### config.mk
export PLATFORM = sky130hd
export DESIGN_NAME = layer_train_driver_flat
export DESIGN_NICKNAME = d
export VERILOG_FILES = /design/src/rtl/layer_train_driver_pkg.sv /design/src/rtl/layer_train_driver_if.sv /design/src/rtl/layer_train_driver_abs_err_accum.sv /design/src/rtl/layer_train_driver.sv /design/src/flat_wrapper.sv
export SDC_FILE = /design/constraint.sdc
export NUM_CORES = 1
export LEC_CHECK = 0
export ABC_AREA = 1
export CELL_PAD_IN_SITES_DETAIL_PLACEMENT = 1
export CELL_PAD_IN_SITES_GLOBAL_PLACEMENT = 1
export CORE_AREA = 2 2 288 290
export DETAILED_ROUTE_END_ITERATION = 12
export DIE_AREA = 0 0 290 292
export PLACE_DENSITY = 0.62
export SLEW_MARGIN = 20
export SYNTH_ARGS = -nofsm -noshare
export SYNTH_HDL_FRONTEND = slang
export SYNTH_SLANG_ARGS = --single-unit
### constraint.sdc
create_clock -name clock -period 36.2 [get_ports clock]
set_input_delay 10.86 -clock clock [delete_from_list [all_inputs] [get_ports clock]]
set_output_delay 10.86 -clock clock [all_outputs]
set_load 0.005 [all_outputs]
### src/rtl/layer_train_driver_pkg.sv
// Shared types for layer_train_driver: [0,1] fixed-point values, FSM states and the error-width helper.
package layer_train_driver_pkg;

  localparam int FRAC_W = 8;

  typedef logic [FRAC_W-1:0] frac_t;
  // One integer bit on top of the fraction so that 1.0 is exactly representable.
  typedef logic [$bits(frac_t):0] zero2one_t;

  localparam zero2one_t Z2O_MAX = zero2one_t'(1 << FRAC_W);

  typedef enum logic [2:0] {
    ST_IDLE,
    ST_FWD,
    ST_LEARN,
    ST_ERR,
    ST_DONE
  } state_t;

  function automatic int err_w(input int m);
    return $bits(zero2one_t) + $clog2(m);
  endfunction

endpackage

### src/rtl/layer_train_driver_if.sv
// Bus between layer_train_driver (master), its sample source and the layer it drives (slave side).
interface layer_train_driver_if
  import layer_train_driver_pkg::*;
#(
  parameter int N = 16,
  parameter int M = 15
);
  localparam int ERR_W = err_w(M);

  logic             s_valid;
  logic             s_ready;
  zero2one_t        s_in         [N];
  zero2one_t        s_target     [M];
  logic             s_train;
  logic             valid;
  logic             learn;
  zero2one_t        in           [N];
  zero2one_t        expected_out [M];
  zero2one_t        out          [M];
  logic [ERR_W-1:0] err_sum;
  logic             done;
  logic [15:0]      sample_cnt;

  modport master (
    input  s_valid, s_in, s_target, s_train, out,
    output s_ready, valid, learn, in, expected_out, err_sum, done, sample_cnt
  );

  modport slave (
    output s_valid, s_in, s_target, s_train, out,
    input  s_ready, valid, learn, in, expected_out, err_sum, done, sample_cnt
  );

endinterface

### src/rtl/layer_train_driver_abs_err_accum.sv
// Running sum of |a-b|: synchronous clear wins over enable; one pair accumulated per enabled cycle.
module abs_err_accum
  import layer_train_driver_pkg::*;
#(
  parameter int SUM_W = 13
) (
  input  logic             clock,
  input  logic             reset,
  input  logic             clear,
  input  logic             en,
  input  zero2one_t        a,
  input  zero2one_t        b,
  output logic [SUM_W-1:0] sum
);

  zero2one_t        diff;
  logic [SUM_W-1:0] sum_q;
  logic [SUM_W-1:0] sum_d;

  always_comb begin
    diff  = (a >= b) ? (a - b) : (b - a);
    sum_d = sum_q;
    if (clear) begin
      sum_d = '0;
    end else if (en) begin
      sum_d = sum_q + SUM_W'(diff);
    end
  end

  always_ff @(posedge clock or posedge reset) begin
    if (reset) begin
      sum_q <= '0;
    end else begin
      sum_q <= sum_d;
    end
  end

  assign sum = sum_q;

endmodule

### src/rtl/layer_train_driver.sv
// Sequences one sample through a layer: settle, optional learn pulse, error scan, done.
// Define TRAIN_ERR_EN to build the per-sample |target-out| error path and ERR state.
module layer_train_driver
  import layer_train_driver_pkg::*;
#(
  parameter int N      = 16,
  parameter int M      = 15,
  parameter int SETTLE = 2
) (
  input logic                 clock,
  input logic                 reset,
  layer_train_driver_if.master bus
);

  localparam int ERR_W = err_w(M);
  localparam int IDX_W = $clog2(M);
  // Counter serves both the settle window (up to 15) and the output scan (up to M-1).
  localparam int CNT_W = (IDX_W > 4) ? IDX_W : 4;
  localparam logic [CNT_W-1:0] SETTLE_LAST = CNT_W'(SETTLE - 1);
  localparam logic [CNT_W-1:0] SCAN_LAST   = CNT_W'(M - 1);

`ifdef TRAIN_ERR_EN
  localparam state_t AFTER_LEARN = ST_ERR;
`else
  localparam state_t AFTER_LEARN = ST_DONE;
`endif

  state_t           state_q;
  state_t           state_d;
  logic [CNT_W-1:0] cnt_q;
  logic [CNT_W-1:0] cnt_d;
  logic             capture;
  logic             train_q;
  logic             done_q;
  logic [15:0]      sample_cnt_q;

  always_ff @(posedge clock or posedge reset) begin
    if (reset) begin
      state_q <= ST_IDLE;
      cnt_q   <= '0;
    end else begin
      state_q <= state_d;
      cnt_q   <= cnt_d;
    end
  end

  always_comb begin
    state_d     = state_q;
    cnt_d       = cnt_q;
    capture     = 1'b0;
    bus.s_ready = 1'b0;
    bus.valid   = 1'b0;
    bus.learn   = 1'b0;
    case (state_q)
      ST_IDLE: begin
        bus.s_ready = 1'b1;
        cnt_d       = '0;
        if (bus.s_valid) begin
          capture = 1'b1;
          state_d = ST_FWD;
        end
      end
      ST_FWD: begin
        bus.valid = 1'b1;
        if (cnt_q == SETTLE_LAST) begin
          cnt_d   = '0;
          state_d = train_q ? ST_LEARN : AFTER_LEARN;
        end else begin
          cnt_d = cnt_q + CNT_W'(1);
        end
      end
      ST_LEARN: begin
        bus.valid = 1'b1;
        bus.learn = 1'b1;
        cnt_d     = '0;
        state_d   = AFTER_LEARN;
      end
      ST_ERR: begin
        if (cnt_q == SCAN_LAST) begin
          cnt_d   = '0;
          state_d = ST_DONE;
        end else begin
          cnt_d = cnt_q + CNT_W'(1);
        end
      end
      ST_DONE: begin
        state_d = ST_IDLE;
      end
      default: begin
        state_d = ST_IDLE;
      end
    endcase
  end

  // Layer-facing vectors come only from these capture registers.
  for (genvar gi = 0; gi < N; gi++) begin : g_in
    zero2one_t in_q;
    always_ff @(posedge clock or posedge reset) begin
      if (reset) begin
        in_q <= '0;
      end else if (capture) begin
        in_q <= bus.s_in[gi];
      end
    end
    assign bus.in[gi] = in_q;
  end

  for (genvar gi = 0; gi < M; gi++) begin : g_tgt
    zero2one_t tgt_q;
    always_ff @(posedge clock or posedge reset) begin
      if (reset) begin
        tgt_q <= '0;
      end else if (capture) begin
        tgt_q <= bus.s_target[gi];
      end
    end
    assign bus.expected_out[gi] = tgt_q;
  end

  always_ff @(posedge clock or posedge reset) begin
    if (reset) begin
      train_q <= 1'b0;
    end else if (capture) begin
      train_q <= bus.s_train;
    end
  end

`ifdef TRAIN_ERR_EN
  logic [ERR_W-1:0] acc_sum;
  logic [ERR_W-1:0] err_sum_q;

  // Accumulator is held at zero outside ERR, so every scan starts from a clean sum.
  abs_err_accum #(
    .SUM_W (ERR_W)
  ) u_accum (
    .clock (clock),
    .reset (reset),
    .clear (state_q != ST_ERR),
    .en    (state_q == ST_ERR),
    .a     (bus.expected_out[cnt_q[IDX_W-1:0]]),
    .b     (bus.out[cnt_q[IDX_W-1:0]]),
    .sum   (acc_sum)
  );

  always_ff @(posedge clock or posedge reset) begin
    if (reset) begin
      err_sum_q <= '0;
    end else if (state_q == ST_DONE) begin
      err_sum_q <= acc_sum;
    end
  end

  assign bus.err_sum = err_sum_q;
`else
  assign bus.err_sum = '0;
`endif

  // done is registered, so it rises on the edge that leaves DONE.
  always_ff @(posedge clock or posedge reset) begin
    if (reset) begin
      done_q       <= 1'b0;
      sample_cnt_q <= '0;
    end else begin
      done_q <= (state_q == ST_DONE);
      if (state_q == ST_DONE) begin
        sample_cnt_q <= sample_cnt_q + 16'd1;
      end
    end
  end

  assign bus.done       = done_q;
  assign bus.sample_cnt = sample_cnt_q;

endmodule

### src/flat_wrapper.sv
// flat-port wrapper written by rule: the top's interface ports become plain ports
module layer_train_driver_flat import layer_train_driver_pkg::*;
#(
  parameter int N      = 16,
  parameter int M      = 15,
  parameter int SETTLE = 2
)
  (clock, reset, bus_s_valid, bus_s_in, bus_s_target, bus_s_train, bus_out, bus_s_ready, bus_valid, bus_learn, bus_in, bus_expected_out, bus_err_sum, bus_done, bus_sample_cnt);
  layer_train_driver_if #(.N(N), .M(M)) bus_i ();
  input logic clock;
  input logic reset;
  input wire logic [$bits(bus_i.s_valid)-1:0] bus_s_valid;
  input wire logic [$bits(bus_i.s_in)-1:0] bus_s_in;
  input wire logic [$bits(bus_i.s_target)-1:0] bus_s_target;
  input wire logic [$bits(bus_i.s_train)-1:0] bus_s_train;
  input wire logic [$bits(bus_i.out)-1:0] bus_out;
  output wire logic [$bits(bus_i.s_ready)-1:0] bus_s_ready;
  output wire logic [$bits(bus_i.valid)-1:0] bus_valid;
  output wire logic [$bits(bus_i.learn)-1:0] bus_learn;
  output wire logic [$bits(bus_i.in)-1:0] bus_in;
  output wire logic [$bits(bus_i.expected_out)-1:0] bus_expected_out;
  output wire logic [$bits(bus_i.err_sum)-1:0] bus_err_sum;
  output wire logic [$bits(bus_i.done)-1:0] bus_done;
  output wire logic [$bits(bus_i.sample_cnt)-1:0] bus_sample_cnt;
  assign bus_i.s_valid = bus_s_valid;
  assign bus_i.s_in = {>>{bus_s_in}};
  assign bus_i.s_target = {>>{bus_s_target}};
  assign bus_i.s_train = bus_s_train;
  assign bus_i.out = {>>{bus_out}};
  assign bus_s_ready = bus_i.s_ready;
  assign bus_valid = bus_i.valid;
  assign bus_learn = bus_i.learn;
  assign bus_in = {>>{bus_i.in}};
  assign bus_expected_out = {>>{bus_i.expected_out}};
  assign bus_err_sum = bus_i.err_sum;
  assign bus_done = bus_i.done;
  assign bus_sample_cnt = bus_i.sample_cnt;
  layer_train_driver #(.N(N), .M(M), .SETTLE(SETTLE)) u_core (.clock(clock), .reset(reset), .bus(bus_i));
endmodule
# ---- Word-level counts from Yosys, hierarchy flattened
# Cells that the tools add are included.
dict set report totals {
  inputBits 418
  out_inout_bits 312
  word_cells 65
  reg_bits 304
}
dict set report classes {
  muxes 13
  eq_ne 9
  add_sub_neg 2
  reduce_logical 5
}
# op count
set op_table {}
lappend op_table {{16-bit by 1-bit adder with 16-bit output, second input constant} 1}
lappend op_table {{3-bit 2-to-1 mux} 4}
lappend op_table {{3-bit one-hot mux with 4 select lines} 1}
lappend op_table {{4-bit one-hot mux with 3 select lines} 1}
lappend op_table {{4-bit 2-to-1 mux} 2}
lappend op_table {{3-bit by 2-bit equality test with 1-bit output, second input constant} 2}
lappend op_table {{1-bit 2-to-1 mux} 5}
lappend op_table {{4-bit by 1-bit adder with 4-bit output, second input constant} 1}
lappend op_table {{4-bit by 1-bit equality test with 1-bit output, second input constant} 1}
lappend op_table {{4-bit equality test, second input constant} 1}
lappend op_table {{2-bit by 1-bit inequality test with 1-bit output, second input constant} 2}
lappend op_table {{2-bit OR reduction} 2}
lappend op_table {{3-bit by 1-bit equality test with 1-bit output, second input constant} 1}
lappend op_table {{3-bit equality test, second input constant} 1}
lappend op_table {{3-bit logical NOT} 1}
lappend op_table {{3-bit AND reduction} 1}
lappend op_table {{3-bit nonzero test} 1}
lappend op_table {{2-bit inequality test, second input constant} 1}

# ---- Longest topological paths before layout
# Gate-level depths: netlist of the first run.
dict set report logic_depth {
  depth_word 3
  mapped_depth 9
  depth_no_buf 9
}

# ---- Worst setup path after synthesis of the first run
# OpenSTA, ideal clock, no wires.
dict set report synth_timing {
  path_type {reg-to-output}
  start {register u_core.state_q[2]}
  end {output bus_valid}
  arrival_ns 0.848
  required_time_ns 25.340
  setup_slack_ns 24.492
  stages_incl_launch_ff 5
  n_path_buf 1
  path_cell_list {dfrtp_1 > buf_2 > inv_1 > nand2_1 > o22ai_1}
}
dict set report synth_between {
  elab_chain_len 3
  elab_cells_between_ends 4
  cone_classes {2 x eq/ne; 1 x mux; 1 x reduce/logical}
}
# element line_no
set synth_lines {}
lappend synth_lines {{from (decl)} layer_train_driver.sv:28} ;# state_t state_q;
lappend synth_lines {{from (signal assigned)} layer_train_driver.sv:42} ;# state_q <= state_d;
lappend synth_lines {{3-bit by 2-bit equality test with 1-bit output or 3-bit by 1-bit equality test with 1-bit output (tied branches)} layer_train_driver.sv:54} ;# case (state_q)
lappend synth_lines {{2-bit OR reduction (no source line) *} n/a}
lappend synth_lines {{1-bit 2-to-1 mux *} layer_train_driver.sv:54}
lappend synth_lines {{to (decl)} flat_wrapper.sv:18} ;# output wire logic [$bits(bus_i.valid)-1:0] bus_valid;
# Mark *: on every way between the ends. The rest lies on a longest branch, timed or not.

# ---- Final worst setup path of the first run
dict set report layout_timing {
  start {input bus_s_valid}
  end {register u_core.g_tgt[5].tgt_q[4]}
}
dict set report layout_between {
  elab_chain_len 2
}
# element line_no
set layout_lines {}
lappend layout_lines {{from (decl)} flat_wrapper.sv:12} ;# input wire logic [$bits(bus_i.s_valid)-1:0] bus_s_valid;
lappend layout_lines {{1-bit 2-to-1 mux} layer_train_driver.sv:58} ;# if (bus.s_valid) begin
lappend layout_lines {{1-bit 2-to-1 mux} layer_train_driver.sv:54}
lappend layout_lines {{to (signal assigned)} layer_train_driver.sv:114} ;# tgt_q <= bus.s_target[gi];
lappend layout_lines {{to (decl)} layer_train_driver.sv:109} ;# zero2one_t tgt_q;
# No other way between the ends.
# A chain may end at the register's enable or synchronous reset.

==> metrics, run 1 <==
Die Y=292 um; Worst-path clk slew=60 ps; Synth cell types=23; Max Buffers Root-to-Sink=3; Area growth, synth to finish=69.7%; Vias/cell=3.63; most numerous cell in the Yosys netlist=nand2_1; vias in the first global route=12300; number of I/O port buffers=581; Area contributors post-synth=dfrtp_1 64%, nand2_1 28%, buf_2 2.2%; fin. max-slew vios=0; final hold slack=475 ps; cell area after synthesis=0.0118 mm^2; maximum fanout count along the critical path=87; Worst Path Required=around 37000 ps; Worst Path Arrival=13980 ps; TNS Setup=0 ps; Starting Density=14.5%; post-route ant nets=0; DRT iter0 DRCs=375; via count=roughly 11000; Main synth FF type=dfrtp_1; EDFF count, synth=0; Clock Skew=approximately 15 ps; Critical R2R Launch=u_core.state_q[2]$_DFFE_PP0P_; Synth area leader=dfrtp_1; Synth Warn #=0; Setup-failing EPs final=0; Fmax achieved=between 0.07 and 0.08 GHz; DRC=0; GP Congestion=0.824; Post-Synthesis Cells=1366; Worst Hold Path EP=u_core.g_in[6].in_q[4]$_DFFE_PP0P_; Hold Crit Depth=2; hold buffer count at cts=0; HP Class=reg -> reg; CP dominant cell by count=buf_4; Clock Sink Count=304; max-cap viol count=0; Initial DRT Pass Iterations=4; critical path's slowest cell=buf_4; Tmin final=13500 ps; Root Driver=clkbuf_16; first-pass GRT wire length=74.0 mm; FF-to-FF End=u_core.g_tgt[5].tgt_q[4]$_DFFE_PP0P_; num ports=730; Slew HR=between 20% and 30%; Core Rows=105; Core Box Area=roughly 0.082 mm^2; CTS tree=yes; final hold viol count=0; CP Launch Type=input port; post-CTS sizing=0; worst slew pin tran=1060 ps; Num CTS Buffers=40; drt total wl=47.9 mm; Die ar.=about 0.085 mm^2; Setup CP Type=in -> reg; CTS HTree Levels=2; drt wl/cell=15.8 um; power per cell area=~84 mW/mm^2; CP endpoint kind=flip-flop; top cell type's share of synthesized area=64.2%; RSZ-0062 raised after global routing=false; final layout net count=between 2000 and 2500; Finished Core Util=24.6%; Yosys reg bits=304; maximum VDD drop=34.4 uV; Hold Startpoint=u_core.g_in[6].in_q[4]$_DFFE_PP0P_; initial antenna violation count=3; HPWL after detailed placement=35.6 mm; global route overflow=0; Post-Place Worst Slack=21840 ps; crit-path cells=clkdlybuf4s50_1, nand2_4, buf_4, buf_4, buf_4, nand2_1, nand2_1; CP peak stage delay=840 ps; Final WS setup=22700 ps; layout cell share with drive strength beyond 1=4.07%; status=finished, final reports clean; Mean Syn Cell Area=slightly below 9 um^2; R2R setup slack=between 30000 and 40000 ps; pin count of the biggest net entering global routing=125; worst r2r path cells=7; register area share after synthesis=64.2%; Post-synth top cells=894 x nand2_1, 304 x dfrtp_1, 51 x buf_2; Die W=290 um; post-CTS setup buffers=0; GRT Util Overall=11.2%; Worst-Skew Late Latency=around 540 ps; fin crit share=37.3%; FFs w/ async S/R, synth=100%; leakage=9.49 nW
==> logic make-up (layout without fill, tap and decap cells) <==
| family | count (synthesis) | count (layout) | synth area share, % |
|---|---|---|---|
| AOI/OAI and AO/OA | 15 | 15 | 0.676 |
| xor gates and xnor gates | 9 | 9 | 0.666 |
| adders and majority gates | 1 | 1 | 0.106 |
| buffers and inverters | 103 | 689 | 4.34 |
| DFF | 304 | 304 | 64.2 |
| other | 1 | 16 | 0.0317 |
| and+or+nand+nor | 933 | 933 | 29.9 |
==> how the worst max path moves through the flow <==
stage,from,end
finish,bus_s_valid,u_core.g_tgt[5].tgt_q[4]$_DFFE_PP0P_
global route,bus_s_valid,u_core.g_tgt[5].tgt_q[4]$_DFFE_PP0P_
CTS,bus_s_valid,u_core.g_in[0].in_q[3]$_DFFE_PP0P_
detailed placement,bus_s_valid,u_core.g_in[0].in_q[3]$_DFFE_PP0P_
global placement,bus_s_valid,u_core.g_in[0].in_q[3]$_DFFE_PP0P_
floorplan,reset,u_core.bus.done$_DFF_PP0_
==> flip-flops by register name, indices dropped and copies added (netlist names) <==
signal                 flops
u_core.train_q             1
u_core.g_tgt.tgt_q       135
u_core.cnt_q               4
u_core.g_in.in_q         144
u_core.state_q             3
u_core.bus.sample_cnt     16
u_core.bus.done            1
==> where the power goes <==
| group | total (W) | switching [W] | internal [W] | leakage (nW) |
|---|---|---|---|---|
| Clock | 0.000414 | 0.000156 | 0.000257 | 0.665 |
| Combinational | 0.000680 | 0.000315 | 0.000365 | 5.02 |
| Sequential | 0.000590 | 0.0000945 | 0.000496 | 3.80 |
==> metrics by stage <==
stage	total power (W)	instances	instance area, um^2
finish	0.00168	3037	20100
global route	0.00181	3034	20100
CTS	0.00172	3034	20100
detailed placement	0.00129	2962	18700
global placement	0.00127	2962	18700
floorplan	0.000833	1378	11900
==> layer usage <==
| metal | vias to the layer above | wire length (um) | global-route usage [%] |
|---|---|---|---|
| met1 | 5290 | 18600 | 12.4 |
| met4 | 2 | 1380 | 3.54 |
| met5 | - | 10 | 0 |
| li1 | 5229 | - | - |
| met3 | 72 | 4840 | 4.89 |
| met2 | 434 | 23000 | 19.2 |
==> cell usage in the layout, fill, tap and decap left out, types with 8 or more instances in the layout <==
| cell | instances |
|---|---|
| nand2_1 | 893 |
| clkdlybuf4s50_1 | 581 |
| dfrtp_1 | 304 |
| clkbuf_16 | 41 |
| inv_1 | 25 |
| nor2_1 | 22 |
| conb_1 | 13 |
| o21ai_0 | 9 |
| nand3_1 | 8 |
| clkinv_2 | 8 |
| buf_4 | 8 |
==> final cells by class <==
cell class / instances / area, um^2
clock inverter: 18 / 228
multi-input combinational: 971 / 3770
fill: 9531 / 61500
clock buffer: 54 / 1140
antenna: 3 / 7.51
sequential: 304 / 7610
tap: 1070 / 1340
inverter: 27 / 116
timing repair buffer: 590 / 5890
==> critical path, delay by kind of cell <==
kind	cells	cell delay, ps
buffers and inverters	4	2500
and+or+nand+nor	3	370
Note: power is estimated with default switching activity, not from simulation.
==> run 2, diff against run 1 <==
CORE_AREA = 2 2 283 285   (was 2 2 288 290)
DIE_AREA = 0 0 285 287   (was 0 0 290 292)
PLACE_DENSITY = 0.65   (was 0.62)
clock period = 11.6 ns   (was 36.2 ns; I/O delays follow)
==> run 2 against run 1 <==
Global-route usage is 0.47 points higher. Non-clock buffer count is 3 lower. Via count is 0.51% higher. Critical path depth is 1 lower. Critical path type unchanged. Clock power grew to 3.0 times the previous value. Sequential power grew to 3.1 times the previous value. Total power grew to 3.1 times the previous value. Wire length is 1.6% higher. Clock skew is 1.2 ps higher. Setup slack worse by 17000 ps. Sequential share of layout area is 0.097 points higher. Largest power group unchanged.
==> metrics, run 2 (synthesis gave the netlist of run 1 again) <==
Seq pwr share=35.1%; leakage=9.47 nW; DRC=0; Setup-failing EPs final=0; first-pass GRT wire length=around 74 mm; Tmin final=5800 ps; Slew HR=27.7%; GRT Util Overall=11.6%; Switching Share=34.2%; hold buffer count at cts=0; Worst-Skew Late Latency=560 ps; post-CTS setup buffers=0; Clock Sink Count=304; num ports=730; Initial DRT Pass Iterations=4; Die W=285 um; CTS tree=yes; status=finished, final reports clean; HP Class=reg -> reg; post-CTS sizing=0; HPWL after detailed placement=36.0 mm; Fmax achieved=0.172 GHz; final hold viol count=0; CP endpoint kind=flip-flop; Vias/cell=3.67; GP Congestion=0.886; Worst-path clk slew=60 ps; P_int=approximately 0.0034 W; Max Buffers Root-to-Sink=3; CP Launch Type=input port; drt total wl=48.7 mm; Finished Cell Area=approximately 0.02 mm^2; Starting Density=15.1%; Area growth, synth to finish=69.3%; maximum fanout count along the critical path=95; Clock Power Share=24.0%; combinational share of power=about two fifths; Largest register FFs=roughly 140; post-route ant nets=0; fin. max-slew vios=0; DP Area=0.0187 mm^2; Root Driver=clkbuf_16; Worst Path Arrival=6280 ps; Die ar.=0.0818 mm^2; layout cell share with drive strength beyond 1=3.82%; via count=11100; Clock Skew=15.7 ps; largest reg by FF count=u_core.g_in.in_q; vias in the first global route=12100; initial antenna violation count=19; commonest non-fill, non-tap cell in the layout=nand2_1; Pwr Total=0.00522 W; Core Rows=103; RSZ-0062 raised after global routing=false; worst slew pin tran=1090 ps; max-cap viol count=0; number of I/O port buffers=581; Core Box Area=0.0786 mm^2; maximum VDD drop=roughly 120 uV; final layout net count=approximately 2400; Setup CP Type=in -> reg; Net Switching=0.00178 W; DRT iter0 DRCs=395; commonest cells after routing, fill and taps aside=893 x nand2_1, 581 x clkdlybuf4s50_1, 304 x dfrtp_1, 43 x clkbuf_16, 25 x inv_1; TNS Setup=0 ps; Worst Path Required=around 12000 ps; pin count of the biggest net entering global routing=~170; drt wl/cell=16.1 um; Num CTS Buffers=41; Die Y=about 290 um; CTS HTree Levels=2; fin crit share=between 40% and 50%; power per cell area=260 mW/mm^2; global route overflow=0
==> run 2: critical path, stage by stage <==
cell and delay (ps):
clkdlybuf4s50_1 460, nand2_4 420, buf_4 600, buf_4 840, nand2_1 130, nand2_1 130
==> run 2: final timing paths <==
kind | end | startpoint | slack [ps] | depth (start not counted)
max in group asynchronous | u_core.g_tgt[10].tgt_q[4]$_DFFE_PP0P_ | reset | 7010 | 3
max reg2reg | u_core.g_in[1].in_q[8]$_DFFE_PP0P_ | u_core.state_q[2]$_DFFE_PP0P_ | 8480 | 6
max | u_core.g_in[0].in_q[1]$_DFFE_PP0P_ | bus_s_valid | 5800 | 6
min in group asynchronous | u_core.g_in[15].in_q[2]$_DFFE_PP0P_ | reset | 3300 | 2
min | u_core.g_in[12].in_q[0]$_DFFE_PP0P_ | u_core.g_in[12].in_q[0]$_DFFE_PP0P_ | 480 | 2
min reg2reg | u_core.g_in[12].in_q[0]$_DFFE_PP0P_ | u_core.g_in[12].in_q[0]$_DFFE_PP0P_ | 480 | 2
==> run 2: cell type report <==
cell class	instances	area [um^2]
Inverter	27	113
Sequential cell	304	7610
Fill cell	9188	58600
Tap cell	1050	1310
Multi-Input combinational cell	971	3770
Clock inverter	14	120
Antenna cell	8	20.0
Clock buffer	59	1210
Timing Repair Buffer	587	5900
==> run 2: power by group through the flow <==
stage	registers (W)	clock network, W	logic [W]
after CTS	0.00184	0.00131	0.00220
after floorplan	0.00185	0	0.000747
final	0.00183	0.00125	0.00213
after detailed placement	0.00185	0	0.00219
after global routing	0.00190	0.00136	0.00237
after global placement	0.00182	0	0.00214
==> run 2: routing by layer <==
metal	global-route usage [%]	up-vias	wire [um]
met5	0	-	112
met4	3.93	16	1390
met3	6.22	84	5690
met2	19.3	455	22900
met1	12.6	5301	18600
li1	-	5227	-
==> run 2: stage by stage <==
step	hold WS [ps]	util, %	instances	worst slack (ps)
final	475	25.5	3020	5800
after detailed placement	464	23.8	2939	5160
after CTS	480	25.5	3012	5740
after global placement	462	23.8	2939	5210
after global routing	499	25.5	3013	5580
after floorplan	472	-	1378	4080
==> run 3, diff against run 2 <==
CORE_AREA = 2 2 282 284   (was 2 2 283 285)
DIE_AREA = 0 0 284 286   (was 0 0 285 287)
PLACE_DENSITY = 0.63   (was 0.65)
clock period = 5.9 ns   (was 11.6 ns; I/O delays follow)
==> run 3 against run 2 <==
Cell area increased by 0.40%. Clock-buffer cell count increased by 2. Total power increased by 96%. Die area decreased by 0.70%. Hold slack about the same. Clock skew increased by 1.2 ps. Register-to-register slack got worse by 5300 ps. Clock power increased by 93%. Via count decreased by 0.23%. Largest power group unchanged.
==> metrics, run 3 (synthesis gave the netlist of run 1 again) <==
P_int=slightly below 0.007 W; Starting Density=15.1%; commonest non-fill, non-tap cell in the layout=nand2_1; Setup CP Type=reg -> out; post-CTS sizing=0; Worst-path clk slew=60 ps; worst slew pin tran=~1100 ps; RSZ-0062 raised after global routing=false; maximum VDD drop=200 uV; largest reg by FF count=u_core.g_in.in_q; Seq pwr share=about a third; fin. max-slew vios=0; Die ar.=0.0812 mm^2; Initial DRT Pass Iterations=4; Core Rows=103; number of I/O port buffers=581; status=finished, final reports clean; post-CTS setup buffers=0; Seq. cell area=0.00761 mm^2; commonest cells after routing, fill and taps aside=893 x nand2_1, 581 x clkdlybuf4s50_1, 304 x dfrtp_1, 41 x clkbuf_16, 25 x inv_1; Max Buffers Root-to-Sink=3; Root Driver=clkbuf_16; met3 Use GR=5.01%; Fillers=about 9000; drt total wl=48.4 mm; DRC=0; final hold viol count=0; multi-input combinational cell area=approximately 0.0038 mm^2; Clock Skew=16.9 ps; HP Class=reg -> reg; met1 GRT Util=13.1%; GR peak layer=met2; power per cell area=507 mW/mm^2; leakage=around 9.5 nW; Clock Power Share=23.6%; DP Area=0.0188 mm^2; layout cell share with drive strength beyond 1=slightly above 4%; final cell count without fillers=3027; CTS tree=yes; Vias/cell=3.65; Finished Cell Area=0.0201 mm^2; Core Box Area=roughly 0.078 mm^2; final layout net count=2362; Net Switching=0.00345 W; max-cap viol count=0; Die W=284 um; pin count of the biggest net entering global routing=approximately 160; drt wl/cell=16.0 um; Switching Share=roughly a third; Slew HR=between 20% and 30%; Die Y=286 um; Worst Path Required=4130 ps; DP Cell Count=a little under 3000; HPWL after detailed placement=35.6 mm; Num CTS Buffers=40; initial antenna violation count=11; Setup-failing EPs final=0; combinational share of power=41.1%; Worst-Skew Late Latency=540 ps; first-pass GRT wire length=73.7 mm; CP Launch Type=flip-flop; hold buffer count at cts=0; CP endpoint kind=output port; num ports=730; post-route ant nets=0; GP Congestion=around 0.8; CTS HTree Levels=2; vias in the first global route=12200; maximum fanout count along the critical path=10; Clock Sink Count=304; Worst Path Arrival=~2000 ps; Tmin final=3780 ps; Largest register FFs=between 100 and 150; M2 GR Usage=19.5%; Area growth, synth to finish=70.0%; via count=11100; Fmax achieved=approximately 0.26 GHz; GRT Util Overall=11.5%; global route overflow=0; fin crit share=between 60 and 70%; DRT iter0 DRCs=approximately 300; TNS Setup=0 ps
==> run 3: changes by cell type in the layout (fill, tap and decap cells not counted) <==
cell	previous run	this run
inv_6	4	1
buf_4	3	12
diode_2	8	6
bufinv_16	1	2
clkbuf_16	43	41
clkbuf_8	7	8
clkinvlp_4	2	1
clkbuf_1	9	12
clkinv_2	6	5
buf_12	3	6
clkinv_4	2	1
==> run 3: metrics by stage <==
stage / setup WS, ps / total power [W] / util (%) / hold slack (ps)
6_report: 2120 / 0.0102 / 25.7 / 476
5_1_grt: 1980 / 0.0110 / 25.7 / 503
4_1_cts: 2050 / 0.0105 / 25.7 / 479
3_5_place_dp: 1510 / 0.00793 / 24.0 / 464
3_3_place_gp: 1620 / 0.00777 / 24.0 / 462
2_1_floorplan: 87.0 / 0.00511 / - / 472
==> run 3: layout make-up <==
type | instances | area share (%)
antenna | 6 | 0.0746
clock buffer | 61 | 5.87
clock inverter | 9 | 0.510
inverter | 27 | 0.559
multi-input combinational | 971 | 18.7
sequential | 304 | 37.8
tap | 1050 | 6.53
timing repair buffer | 599 | 29.9
==> run 3: path summary, 6_finish.rpt <==
kind	start	to	slack, ps	depth (start not counted)
min in group asynchronous	reset	u_core.g_tgt[1].tgt_q[2]$_DFFE_PP0P_	1710	2
min	u_core.g_in[10].in_q[8]$_DFFE_PP0P_	u_core.g_in[10].in_q[8]$_DFFE_PP0P_	480	2
max reg2reg	u_core.state_q[2]$_DFFE_PP0P_	u_core.g_tgt[10].tgt_q[4]$_DFFE_PP0P_	3190	6
max in group asynchronous	reset	u_core.g_tgt[11].tgt_q[8]$_DFFE_PP0P_	3150	4
min reg2reg	u_core.g_in[10].in_q[8]$_DFFE_PP0P_	u_core.g_in[10].in_q[8]$_DFFE_PP0P_	480	2
max	u_core.state_q[2]$_DFFE_PP0P_	bus_valid	2120	4
==> run 3: per-layer routing <==
metal,routed length [um],up-vias,part of all wire [%]
met1,19600,5296,41
met5,61,-,0.13
met3,4540,81,9.4
met2,22900,428,47
met4,1300,10,2.7
li1,-,5242,-
==> run 3: worst max-delay path: stages, from the launching register on <==
cell and delay (ps):
dfrtp_1 500, inv_1 180, nand2_1 110, o22ai_1 170, clkdlybuf4s50_1 530
==> run 3: power groups by stage <==
stage               registers, W  clock network, W  logic, W
global placement         0.00358                 0   0.00419
CTS                      0.00362           0.00253   0.00433
finish                   0.00360           0.00241   0.00420
floorplan                0.00364                 0   0.00147
detailed placement       0.00363                 0   0.00430
global route             0.00373           0.00261   0.00465
